### config.mk
export PLATFORM = sky130hd
export DESIGN_NAME = morse_symbol_collector
export DESIGN_NICKNAME = d
export VERILOG_FILES = /design/src/rtl/morse_pkg.sv /design/src/rtl/morse_gap_timer.sv /design/src/rtl/morse_symbol_collector.sv
export SDC_FILE = /design/constraint.sdc
export NUM_CORES = 1
export LEC_CHECK = 0
export CAP_MARGIN = 20
export CORE_AREA = 2 2 62 64
export CTS_BUF_LIST = sky130_fd_sc_hd__clkbuf_16
export DETAILED_ROUTE_END_ITERATION = 8
export DIE_AREA = 0 0 64 66
export PLACE_DENSITY = 0.8
export SYNTH_ARGS = -nofsm -noshare
export SYNTH_HDL_FRONTEND = slang
export SYNTH_SLANG_ARGS = --single-unit
### constraint.sdc
create_clock -name clk -period 4.3 [get_ports clk]
set_input_delay 0.645 -clock clk [delete_from_list [all_inputs] [get_ports clk]]
set_output_delay 0.645 -clock clk [all_outputs]
set_load 0.01 [all_outputs]
### src/rtl/morse_pkg.sv
// morse_pkg: shared Morse encodings for the symbol collector and ROM compare stage
package morse_pkg;
  typedef enum logic [1:0] {IDLE = 2'd0, COLLECT = 2'd1, HOLD = 2'd2} state_t;
  localparam logic SYM_DOT = 1'b0;
  localparam logic SYM_DASH = 1'b1;
  localparam int DEF_MAX_LEN = 5;
  localparam int LEN_W = 3;
endpackage

### src/rtl/morse_gap_timer.sv
// morse_gap_timer: saturating idle counter with a one-cycle expire flag
module morse_gap_timer #(
  parameter int TIMEOUT_CYCLES = 50000000,
  parameter int CNT_W = 26
) (
  input  logic clk,
  input  logic rst,
  input  logic clear,
  input  logic en,
  output logic expire
);
  localparam logic [CNT_W-1:0] LAST = CNT_W'(TIMEOUT_CYCLES - 1);
  logic [CNT_W-1:0] cnt;
  assign expire = en && !clear && cnt == LAST;
  always_ff @(posedge clk) begin
    if (rst || clear) cnt <= '0;
    else if (en && cnt != LAST) cnt <= cnt + CNT_W'(1);
  end
endmodule

### src/rtl/morse_symbol_collector.sv
// morse_symbol_collector: gathers dot/dash pulses into one Morse character with valid/ack handoff
module morse_symbol_collector
  import morse_pkg::*;
#(
  parameter int MAX_LEN = DEF_MAX_LEN,
  parameter int TIMEOUT_CYCLES = 50000000,
  parameter int CNT_W = 26
) (
  input  logic               clk,
  input  logic               rst,
  input  logic               dot_pulse,
  input  logic               dash_pulse,
  input  logic               submit_pulse,
  input  logic               clear_pulse,
  output logic [MAX_LEN-1:0] code_out,
  output logic [LEN_W-1:0]   len_out,
  output logic               code_valid,
  input  logic               code_ack,
  output logic               overflow
);
  state_t state, state_d;
  logic [MAX_LEN-1:0] code_q, code_d;
  logic [LEN_W-1:0] len_q, len_d;
  logic valid_q, valid_d, ovf_q, ovf_d;
  logic sym_ev, sym_bit, full, close, accept, append, expire, t_clear, t_en;
  assign sym_ev = dot_pulse ^ dash_pulse;
  assign sym_bit = dash_pulse ? SYM_DASH : SYM_DOT;
  assign full = len_q == LEN_W'(MAX_LEN);
  assign close = (state == COLLECT && (submit_pulse || expire)) || (state == IDLE && sym_ev && submit_pulse);
  assign accept = state == HOLD && valid_q && code_ack;
  assign append = sym_ev && state != HOLD && !full;
  assign t_en = state == COLLECT && !(dot_pulse && dash_pulse);
  assign t_clear = clear_pulse || sym_ev || state != COLLECT;
  morse_gap_timer #(.TIMEOUT_CYCLES(TIMEOUT_CYCLES), .CNT_W(CNT_W)) u_timer (
    .clk(clk),
    .rst(rst),
    .clear(t_clear),
    .en(t_en),
    .expire(expire)
  );
  always_ff @(posedge clk) begin
    if (rst) begin
      state <= IDLE;
      code_q <= '0;
      len_q <= '0;
      valid_q <= 1'b0;
      ovf_q <= 1'b0;
    end else begin
      state <= state_d;
      code_q <= code_d;
      len_q <= len_d;
      valid_q <= valid_d;
      ovf_q <= ovf_d;
    end
  end
  always_comb begin
    state_d = clear_pulse ? IDLE :
              close ? HOLD :
              (state == IDLE && sym_ev) ? COLLECT :
              accept ? IDLE : state;
  end
  always_comb begin
    code_d = code_q;
    len_d = len_q;
    valid_d = valid_q;
    ovf_d = ovf_q;
    if (clear_pulse || accept) begin
      code_d = '0;
      len_d = '0;
      valid_d = 1'b0;
      ovf_d = 1'b0;
    end else begin
      if (append) begin
        code_d = code_q | (MAX_LEN'(sym_bit) << len_q);
        len_d = len_q + LEN_W'(1);
      end
      if (sym_ev && state == COLLECT && full) ovf_d = 1'b1;
      if (close) valid_d = 1'b1;
    end
  end
  assign code_out = code_q;
  assign len_out = len_q;
  assign code_valid = valid_q;
  assign overflow = ovf_q;
endmodule
# Word-level counts from Yosys, hierarchy flattened
# Cells that the tools add are included.
dict set report totals {
  elab_cells 52
  input_bits 7
  output_inout_bits 10
  regBits 38
}
dict set report classes {
  muxes 4
  eq_ne 7
  n_reduce_logical 29
  n_shift 1
  add_sub_neg 2
  bitwise_logic 2
}
# op n
set op_table {}
lappend op_table {{$add A26 B1 Y26 const B} 1}
lappend op_table {{$eq A26 B26 Y1 const B} 1}
lappend op_table {{$ne A26 B26 Y1 const B} 1}
lappend op_table {{$logic_and A1 B1 Y1} 14}
lappend op_table {{$logic_or A1 B1 Y1} 6}
lappend op_table {{$mux W2} 3}
lappend op_table {{$or A5 B5 Y5} 1}
lappend op_table {{$shl A1 B3 Y5} 1}
lappend op_table {{$reduce_or A2 Y1} 2}
lappend op_table {{$add A3 B1 Y3 const B} 1}
lappend op_table {{$eq A3 B3 Y1 const B} 1}
lappend op_table {{$logic_not A1 Y1} 3}
lappend op_table {{$reduce_bool A3 Y1} 1}
lappend op_table {{$reduce_or A3 Y1} 1}
lappend op_table {{$eq A2 B1 Y1 const B} 1}
lappend op_table {{$eq A2 B2 Y1 const B} 1}
lappend op_table {{$logic_not A2 Y1} 1}
lappend op_table {{$ne A2 B1 Y1 const B} 1}
lappend op_table {{$ne A2 B2 Y1 const B} 1}
lappend op_table {{$reduce_bool A2 Y1} 1}
lappend op_table {{$mux W1} 1}
lappend op_table {{$xor A1 B1 Y1} 1}

# Longest topological paths before layout
# Gate-level depths: netlist of the first run.
dict set report depth {
  depth_word 10
  depth_mapped 7
  depth_no_buf 6
}

# By module
# From an unflattened synthesis of the first run, not the netlist that was laid out.
dict set report hier_totals {
  hier_cells 207
  area_unflattened_um2 1820.5
}
# module cells_per_inst seq_area_each_um2 n_inst area_each_um2
set by_module_without_submodules {}
lappend by_module_without_submodules {morse_gap_timer 141 520.5 1 1231.2}
lappend by_module_without_submodules {morse_symbol_collector 66 240.2 1 589.3}

# Worst setup path before layout of the first run
# No wires, ideal clock.
dict set report synth_path {
  path_type {input -> register}
  from {input dot_pulse}
  to {register u_timer.cnt[24]}
  n_path_buf 2
  slack_ps 2131
  required_ps 4168
  arrival_time_ps 2036
  setup_time_ps 132
  cell_stages 7
  cell_sequence {ha_1 nor3b_4 nand3_2 clkbuf_1 buf_2 o31ai_1 a21oi_1}
}
dict set report synth_between {
  elab_chain_len 4
  word_cells_on_any_way 8
  classes_between {bitwise (1); reduce/logical (7)}
}
# element line_no
set synth_lines {}
lappend synth_lines {{start: declaration} morse_symbol_collector.sv:11} ;# input logic dot_pulse,
lappend synth_lines {{$xor A1 B1 Y1 / $logic_and A1 B1 Y1 (equally long branches)} {morse_symbol_collector.sv:26, morse_symbol_collector.sv:32}}
lappend synth_lines {{$logic_or A1 B1 Y1 / $logic_not A1 Y1 (equally long branches)} {morse_symbol_collector.sv:33, morse_symbol_collector.sv:32}}
lappend synth_lines {{$logic_or A1 B1 Y1 / $logic_and A1 B1 Y1 (equally long branches)} {morse_symbol_collector.sv:33, morse_symbol_collector.sv:32}}
lappend synth_lines {{$logic_or A1 B1 Y1 / $logic_and A1 B1 Y1 (equally long branches)} {morse_gap_timer.sv:16, morse_gap_timer.sv:17}}
lappend synth_lines {{end signal: assignment} morse_gap_timer.sv:17} ;# else if (en && cnt != LAST) cnt <= cnt + CNT_W'(1);
lappend synth_lines {{end: declaration} morse_gap_timer.sv:13} ;# logic [CNT_W-1:0] cnt;
# Several ways; a longest one is shown, not always the timed one.
# A chain may end at the register's enable or synchronous reset.

# Worst setup path after layout of the first run
dict set report layout_path {
  from {input dash_pulse}
  to {register u_timer.cnt[22]}
}
dict set report layout_between {
  elab_chain_len 4
  word_cells_on_any_way 8
  classes_between {bitwise (1); reduce/logical (7)}
}
# element line_no
set layout_lines {}
lappend layout_lines {{start: declaration} morse_symbol_collector.sv:12} ;# input logic dash_pulse,
lappend layout_lines {{$xor A1 B1 Y1 / $logic_and A1 B1 Y1 (equally long branches)} {morse_symbol_collector.sv:26, morse_symbol_collector.sv:32}}
lappend layout_lines {{$logic_or A1 B1 Y1 / $logic_not A1 Y1 (equally long branches)} {morse_symbol_collector.sv:33, morse_symbol_collector.sv:32}}
lappend layout_lines {{$logic_or A1 B1 Y1 / $logic_and A1 B1 Y1 (equally long branches)} {morse_symbol_collector.sv:33, morse_symbol_collector.sv:32}}
lappend layout_lines {{$logic_or A1 B1 Y1 / $logic_and A1 B1 Y1 (equally long branches)} {morse_gap_timer.sv:16, morse_gap_timer.sv:17}}
# Several ways; a longest one is shown, not always the timed one.

==> impl_metrics.yaml, run 1 <==
routing:
  post_drt_wl_per_cell_um: 14.65
  antenna_viol_nets_final: 0
  avgViaCountPerCell: 6.122
  drtPass1Iterations: 4
  drt-total-wl_um: 4337
  drt-initial-drc-count: 149
  drcViolationCount: 0
  route.vias.total: 1812
flow_run:
  timing.max_cap.violations: 0
worst_hold_path:
  timing.hold.worst.class: "reg -> reg"
clock_network:
  cts_tree: "done"
  tritoncts.num_buffers: 5
  cts_root_buf: "sky130_fd_sc_hd__clkbuf_16"
  holdBufCountCts: 0
  post_cts_resize_count: 0
  htree_num_levels: 2
  cts-root-to-sink-buffers: 2
  post-cts-setup-buffer-count: 0
  tritoncts_sinks: 38
  worst_skew_pair.late_latency_ps: 280
  cts_clk_pin_slew_worst_paths_ps: 50
synth:
  area_leader_netlist: "sky130_fd_sc_hd__dfxtp_1"
  synth_fa_ha_area_frac: 0.02423
  netlist_instances: 240
  synth_area_per_cell_um2: 8.607
  synth_simple_gate_area_frac: 0.3150
  postSynthNetCount: 251
  synth-seq-area-share: 0.3683
  yosys.cell_count.top_type: "sky130_fd_sc_hd__dfxtp_1"
  synthDominantCellAreaShare: 0.3683
  yosys-top-cells-count: "sky130_fd_sc_hd__dfxtp_1 (38), sky130_fd_sc_hd__nand2_1 (26), sky130_fd_sc_hd__a21oi_1 (19)"
  dominant_combinational_cell_family_by_area_after_synthesis: "simple AND/OR/NAND/NOR gates"
  synth.area.top_cells: "sky130_fd_sc_hd__dfxtp_1 (37%), sky130_fd_sc_hd__nand2_1 (4.7%), sky130_fd_sc_hd__a21oi_1 (4.6%)"
  synth_area_um2: 2066
  ys_warn_count: 0
  yosys.area_share.xor_xnor: 0.008480
  post_synth_num_cell_types: 43
  postSynth.asyncResetShare: 0
  post_synth_mux_area_share: 0.03876
  synth.ff_latch_count: 38
  synth_enable_flop_cells: 0
  complex_gate_fraction_of_the_synthesized_area: 0.1962
  yosys_most_used_dff: "sky130_fd_sc_hd__dfxtp_1"
floorplanning:
  row_count: 22
  die_height_um: 66
  dieArea_um2: 4224
  die_width_um: 64
  ioPinCount: 17
  coreArea_um2: 3551
  effective_utilization_at_floorplan: 0.5817
sta:
  max_transition_viols_final: 0
  setup_ws_ps: 1456
  clk_skew_ps: 5.908
  report.final.hold_viol_count: 0
  fmax_mhz: 351.6
  relSlewSlack: 0.2832
  min_period_ps: 2844
  grt_setup_unrepaired: "no"
  worst-slew-pin-transition_ps: 1075
  timing.setup.tns_ps: 0
  setup-violations-final: 0
  final_min_period_over_clock_period: 0.6614
placement:
  hpwl_after_detailed_placement_um: 2899
  port_buffers: 16
  routabilityCongestion: 0.7781
  preCtsSetupSlack_ps: 1213
pwr:
  power.density_cell_area_nw_per_um2: 338.6
  static-leakage-power_nw: 0.7419
  peakVddDrop_mv: 0.2771
run_status:
  run_status: "finished clean"
setup_path:
  setup.worst_path.start_class: "input pin"
  path_max_fanout: 27
  critPathKind: "in -> reg"
  arrival_time_at_the_worst_endpoint_ps: 3030
  timing.critical_path.to_type: "flop"
  timing.critical_path.required_ps: 4490
grt:
  first_global_vias: 1682
  grt_start_max_net_pins: 28
  grtUsageTotal: 0.2271
  global_route.overflow_total: 0
  grt_antenna_before_repair: 0
  first_pass_grt_wire_length_um: 7500
final_layout:
  area_growth_syn_to_layout_pct: 14.96
  final_layout_size_suffix_gt1_frac: 0.08065
  total_inserted_antenna_cells: 0
  num-fill-cells: 275
  design.final.nets: 259
[cells in the final DEF (no fill, tap or decap), types with 3 or more instances in the layout]
cell type,count
sky130_fd_sc_hd__dfxtp_1,38
sky130_fd_sc_hd__nand2_1,26
sky130_fd_sc_hd__a21oi_1,19
sky130_fd_sc_hd__clkdlybuf4s50_1,16
sky130_fd_sc_hd__nor2_1,15
sky130_fd_sc_hd__o31ai_1,11
sky130_fd_sc_hd__or4_1,11
sky130_fd_sc_hd__nand4_1,9
sky130_fd_sc_hd__or3_1,8
sky130_fd_sc_hd__and3_1,8
sky130_fd_sc_hd__mux2i_1,8
sky130_fd_sc_hd__inv_1,7
sky130_fd_sc_hd__nand3_1,7
sky130_fd_sc_hd__a2111o_1,6
sky130_fd_sc_hd__o21ai_2,6
sky130_fd_sc_hd__a31oi_1,5
sky130_fd_sc_hd__clkbuf_16,5
sky130_fd_sc_hd__and2_1,4
sky130_fd_sc_hd__ha_1,4
sky130_fd_sc_hd__and4_1,3
sky130_fd_sc_hd__nor4_1,3
[path summary, 6_finish.rpt]
kind / from / end / slack (ps) / cells past startpoint
worst max-delay path: dash_pulse / u_timer.cnt[22] / 1460 / 6
worst min-delay path: code_out[1] / code_out[1] / 470 / 2
worst min register to register: code_out[1] / code_out[1] / 470 / 2
worst max register to register: state[1] / u_timer.cnt[9] / 2000 / 4
[logic make-up (layout without fill, tap and decap cells)]
logic type	count (synthesis)	count (layout)
AND/OR/NAND/NOR	109	109
AO/OA/AOI/OAI	56	56
flip-flops	38	38
buffers and inverters	23	31
multiplexers	8	8
adder cells (fa/ha/maj)	4	4
XOR/XNOR	2	2
[worst max-delay path: stages]
cell                              delay, ps
sky130_fd_sc_hd__clkdlybuf4s50_1        460
sky130_fd_sc_hd__ha_1                   250
sky130_fd_sc_hd__nor3b_4                420
sky130_fd_sc_hd__nand3_2                480
sky130_fd_sc_hd__or4_1                  600
sky130_fd_sc_hd__a21oi_1                170
[routing by layer]
layer / part of all wire / GRT usage
met5: 0 / 0
met4: 0.0039 / 0.07065
met3: 0.049 / 0.06814
met2: 0.49 / 0.3854
met1: 0.46 / 0.2754
[state kept, by name, indices dropped and copies added (netlist names)]
signal and cells:
code_valid 1, len_out 3, u_timer.cnt 26, code_out 5
overflow 1, state 2
[layout make-up]
type,count,area (µm²),share of cell area
inverters,7,26.28,0.01106
well taps,48,60.06,0.02529
flip-flops and latches,38,760.7,0.3203
repair buffers,17,165.2,0.06955
clock inverters,2,33.78,0.01423
multi-input cells,179,1204,0.5068
clock buffers,5,125.1,0.05269
[through the flow]
step / std cells / cell area (µm²) / hold slack, ps / power (mW) / utilization
after global routing: 296 / 2375 / 493.4 / 0.8305 / 0.6688
after floorplan: 240 / 2066 / 439.2 / 0.3932 / -
after global placement: 288 / 2211 / 451.9 / 0.4086 / 0.6226
after CTS: 296 / 2375 / 479.2 / 0.8083 / 0.6688
final: 296 / 2375 / 473.8 / 0.8040 / 0.6688
after detailed placement: 289 / 2216 / 466.9 / 0.4091 / 0.6240
[report_power, final]
| part | internal [mW] | leakage [nW] | total (mW) | switching [mW] |
|---|---|---|---|---|
| combinational | 0.0195 | 0.358 | 0.0419 | 0.0225 |
| sequential | 0.356 | 0.307 | 0.360 | 0.00434 |
| clock | 0.268 | 0.0773 | 0.402 | 0.134 |
| total | 0.643 | 0.742 | 0.804 | 0.161 |
Note: power is estimated with default switching activity, not from simulation.
==> inputs of run 2 (changes only) <==
--- a/config.mk
+++ b/config.mk
@@ -6,11 +6,11 @@
 export NUM_CORES = 1
 export LEC_CHECK = 0
 export CAP_MARGIN = 20
-export CORE_AREA = 2 2 62 64
+export CORE_AREA = 2 2 67 69
 export CTS_BUF_LIST = sky130_fd_sc_hd__clkbuf_16
 export DETAILED_ROUTE_END_ITERATION = 8
-export DIE_AREA = 0 0 64 66
-export PLACE_DENSITY = 0.8
+export DIE_AREA = 0 0 69 71
+export PLACE_DENSITY = 0.73
 export SYNTH_ARGS = -nofsm -noshare
 export SYNTH_HDL_FRONTEND = slang
 export SYNTH_SLANG_ARGS = --single-unit
==> constraint.sdc (replaced) <==
create_clock -name clk -period 2.5 [get_ports clk]
set_input_delay 0.375 -clock clk [delete_from_list [all_inputs] [get_ports clk]]
set_output_delay 0.375 -clock clk [all_outputs]
set_load 0.01 [all_outputs]
==> run 2 against run 1 <==
  * Count of clock-buffer cells in the layout stayed put
  * Total power grew 75%
  * Sequential power up 72%
  * Critical path depth shrank 1
  * Sequential cell count is the same
  * Combinational power rose by 84%
  * Utilization shrank 8.7 points
  * Non-clock buffer count rose by 8
  * Die area is 16% higher
  * Global-route usage is 2.9 points lower
  * Via count grew 3.3%
  * Critical path type unchanged
  * Critical endpoint is now u_timer.cnt[5]
  * Highest routed layer unchanged
==> impl_metrics.yaml, run 2 (synthesis results as in run 1) <==
placement:
  port_buffers: 16
  routabilityCongestion: 0.8823
  hpwl_after_detailed_placement_um: 3104
  preCtsSetupSlack_ps: 134.1
routing:
  drt-initial-drc-count: 71
  m1WireLength_um: 2256
  post_drt_wl_per_cell_um: 14.95
  antenna_viol_nets_final: 0
  top_layer: "met4"
  route.vias.total: 1871
  drcViolationCount: 0
  drtPass1Iterations: 4
  avgViaCountPerCell: 6.055
  drt-total-wl_um: 4620
  detailroute.wirelength.met2_um: 2154
  routed_met3_length_um: 120
clock_network:
  cts_tree: "done"
  post_cts_resize_count: 0
  holdBufCountCts: 0
  post-cts-setup-buffer-count: 0
  tritoncts.num_buffers: 5
  cts-root-to-sink-buffers: 2
  tritoncts_sinks: 38
  htree_num_levels: 2
  cts_root_buf: "sky130_fd_sc_hd__clkbuf_16"
  worst_skew_pair.late_latency_ps: 280
  cts_clk_pin_slew_worst_paths_ps: 60
worst_hold_path:
  timing.hold.worst.class: "reg -> reg"
  worst_hold_path.endpoint: "code_out[4]"
  min_delay_path_depth: 2
  hp-start: "code_out[4]"
grt:
  grtUsageTotal: 0.1976
  first_global_vias: 1747
  grt_antenna_before_repair: 0
  global_route.overflow_total: 0
  first_pass_grt_wire_length_um: 7941
  grt_start_max_net_pins: 28
sta:
  max_transition_viols_final: 0
  report.final.hold_viol_count: 0
  final_min_period_over_clock_period: 0.8334
  clk_skew_ps: 5.530
  hold_ws_ps: 464.1
  setup-violations-final: 0
  relSlewSlack: 0.5297
  worst-slew-pin-transition_ps: 698.0
  timing.setup.tns_ps: 0
  grt_setup_unrepaired: "no"
  min_period_ps: 2083
  fmax_mhz: 480.0
  setup_ws_ps: 416.5
setup_path:
  timing.critical_path.to_type: "flop"
  critPathKind: "in -> reg"
  regToRegSetupSlack_ps: 580
  path_max_fanout: 9
  worstReg2RegStart: "state[1]"
  cpMaxStageDelayCell: "sky130_fd_sc_hd__or4b_1"
  worst-path-buf-inv: 1
  timing.critical_path.max_delay_family: "simple AND/OR/NAND/NOR gates"
  arrival_time_at_the_worst_endpoint_ps: 2310
  worstReg2RegEnd: "u_timer.cnt[5]"
  worstPathCellList: "clkdlybuf4s50_1 -> or4b_1 -> or2_0 -> a2111o_1 -> o21ai_2"
  worst_r2r_path_depth: 4
  setup.worst_path.start_class: "input pin"
  worstSetupPathDepth: 5
  max_stage_delay_ps: 530
  timing.critical_path.required_ps: 2720
final_layout:
  largest-register: "u_timer.cnt"
  design.final.nets: 267
  area_growth_syn_to_layout_pct: 18.41
  layout.cells.most_common_list: "sky130_fd_sc_hd__dfxtp_1 (38), sky130_fd_sc_hd__nand2_1 (26), sky130_fd_sc_hd__a21oi_1 (19)"
  largest_register_ff_count: 26
  total_inserted_antenna_cells: 0
  final_layout_size_suffix_gt1_frac: 0.1167
  final_util: 0.5818
  num-fill-cells: 392
  layout_commonest_cell: "sky130_fd_sc_hd__dfxtp_1"
pwr:
  power_mw: 1.407
  power.density_cell_area_nw_per_um2: 575.1
  pwr-share-seq: 0.440
  netSwitchingPower_uw: 292.4
  power.share.clock: 0.505
  static-leakage-power_nw: 0.7859
  power.internal_mw: 1.114
  power_switching_share: 0.2078
  peakVddDrop_mv: 0.4174
  power_frac_comb: 0.055
floorplanning:
  row_count: 24
  dieArea_um2: 4899
  ioPinCount: 17
  die_width_um: 69
  coreArea_um2: 4204
  die_height_um: 71
  effective_utilization_at_floorplan: 0.4914
flow_run:
  timing.max_cap.violations: 0
run_status:
  run_status: "finished clean"
-- run 2: cell types whose count changed in the layout (fill, tap and decap cells not counted), sizes merged --
cell and change:
buf +8, clkinv +1
-- run 2: worst max-delay path by stage --
stage / from / to / slack (ps)
5_1_grt: clear_pulse / u_timer.cnt[5] / 290
3_5_place_dp: clear_pulse / u_timer.cnt[5] / 130
3_3_place_gp: clear_pulse / u_timer.cnt[5] / 190
4_1_cts: clear_pulse / u_timer.cnt[5] / 430
2_1_floorplan: dot_pulse / u_timer.cnt[24] / 600
6_report: clear_pulse / u_timer.cnt[5] / 420
-- run 2: worst reg2reg max path: cells and delay by family, from the launching register on --
kind            cells  cell delay, ps
simple gates        2             980
flops               1             370
compound gates      2             510
-- run 2: cell type report --
| cell class | count | area [µm²] | area share |
|---|---|---|---|
| Sequential cell | 38 | 760.7 | 0.3110 |
| Tap cell | 52 | 65.06 | 0.02660 |
| Clock buffer | 5 | 125.1 | 0.05115 |
| Timing Repair Buffer | 25 | 225.2 | 0.09207 |
| Multi-Input combinational cell | 179 | 1204 | 0.4921 |
| Inverter | 7 | 26.28 | 0.01074 |
| Clock inverter | 3 | 40.04 | 0.01637 |
-- run 2: metrics by stage --
stage | instances | area [µm²]
6_report | 309 | 2446
3_5_place_dp | 301 | 2281
2_1_floorplan | 240 | 2066
5_1_grt | 309 | 2446
4_1_cts | 309 | 2446
3_3_place_gp | 300 | 2276
-- run 2: per-layer routing --
| layer | vias to the layer above | GRT usage |
|---|---|---|
| met3 | 10 | 0.03846 |
| met4 | 0 | 0.09586 |
| met5 | - | 0 |
| li1 | 938 | - |
| met2 | 29 | 0.3259 |
| met1 | 894 | 0.2489 |
-- run 2: power by group through the flow --
stage / Sequential, mW / Combinational (mW) / Clock (mW)
finish: 0.619 / 0.0773 / 0.710
global route: 0.619 / 0.0849 / 0.751
CTS: 0.619 / 0.0769 / 0.722
detailed placement: 0.632 / 0.0763 / 0
global placement: 0.632 / 0.0755 / 0
floorplan: 0.632 / 0.0438 / 0
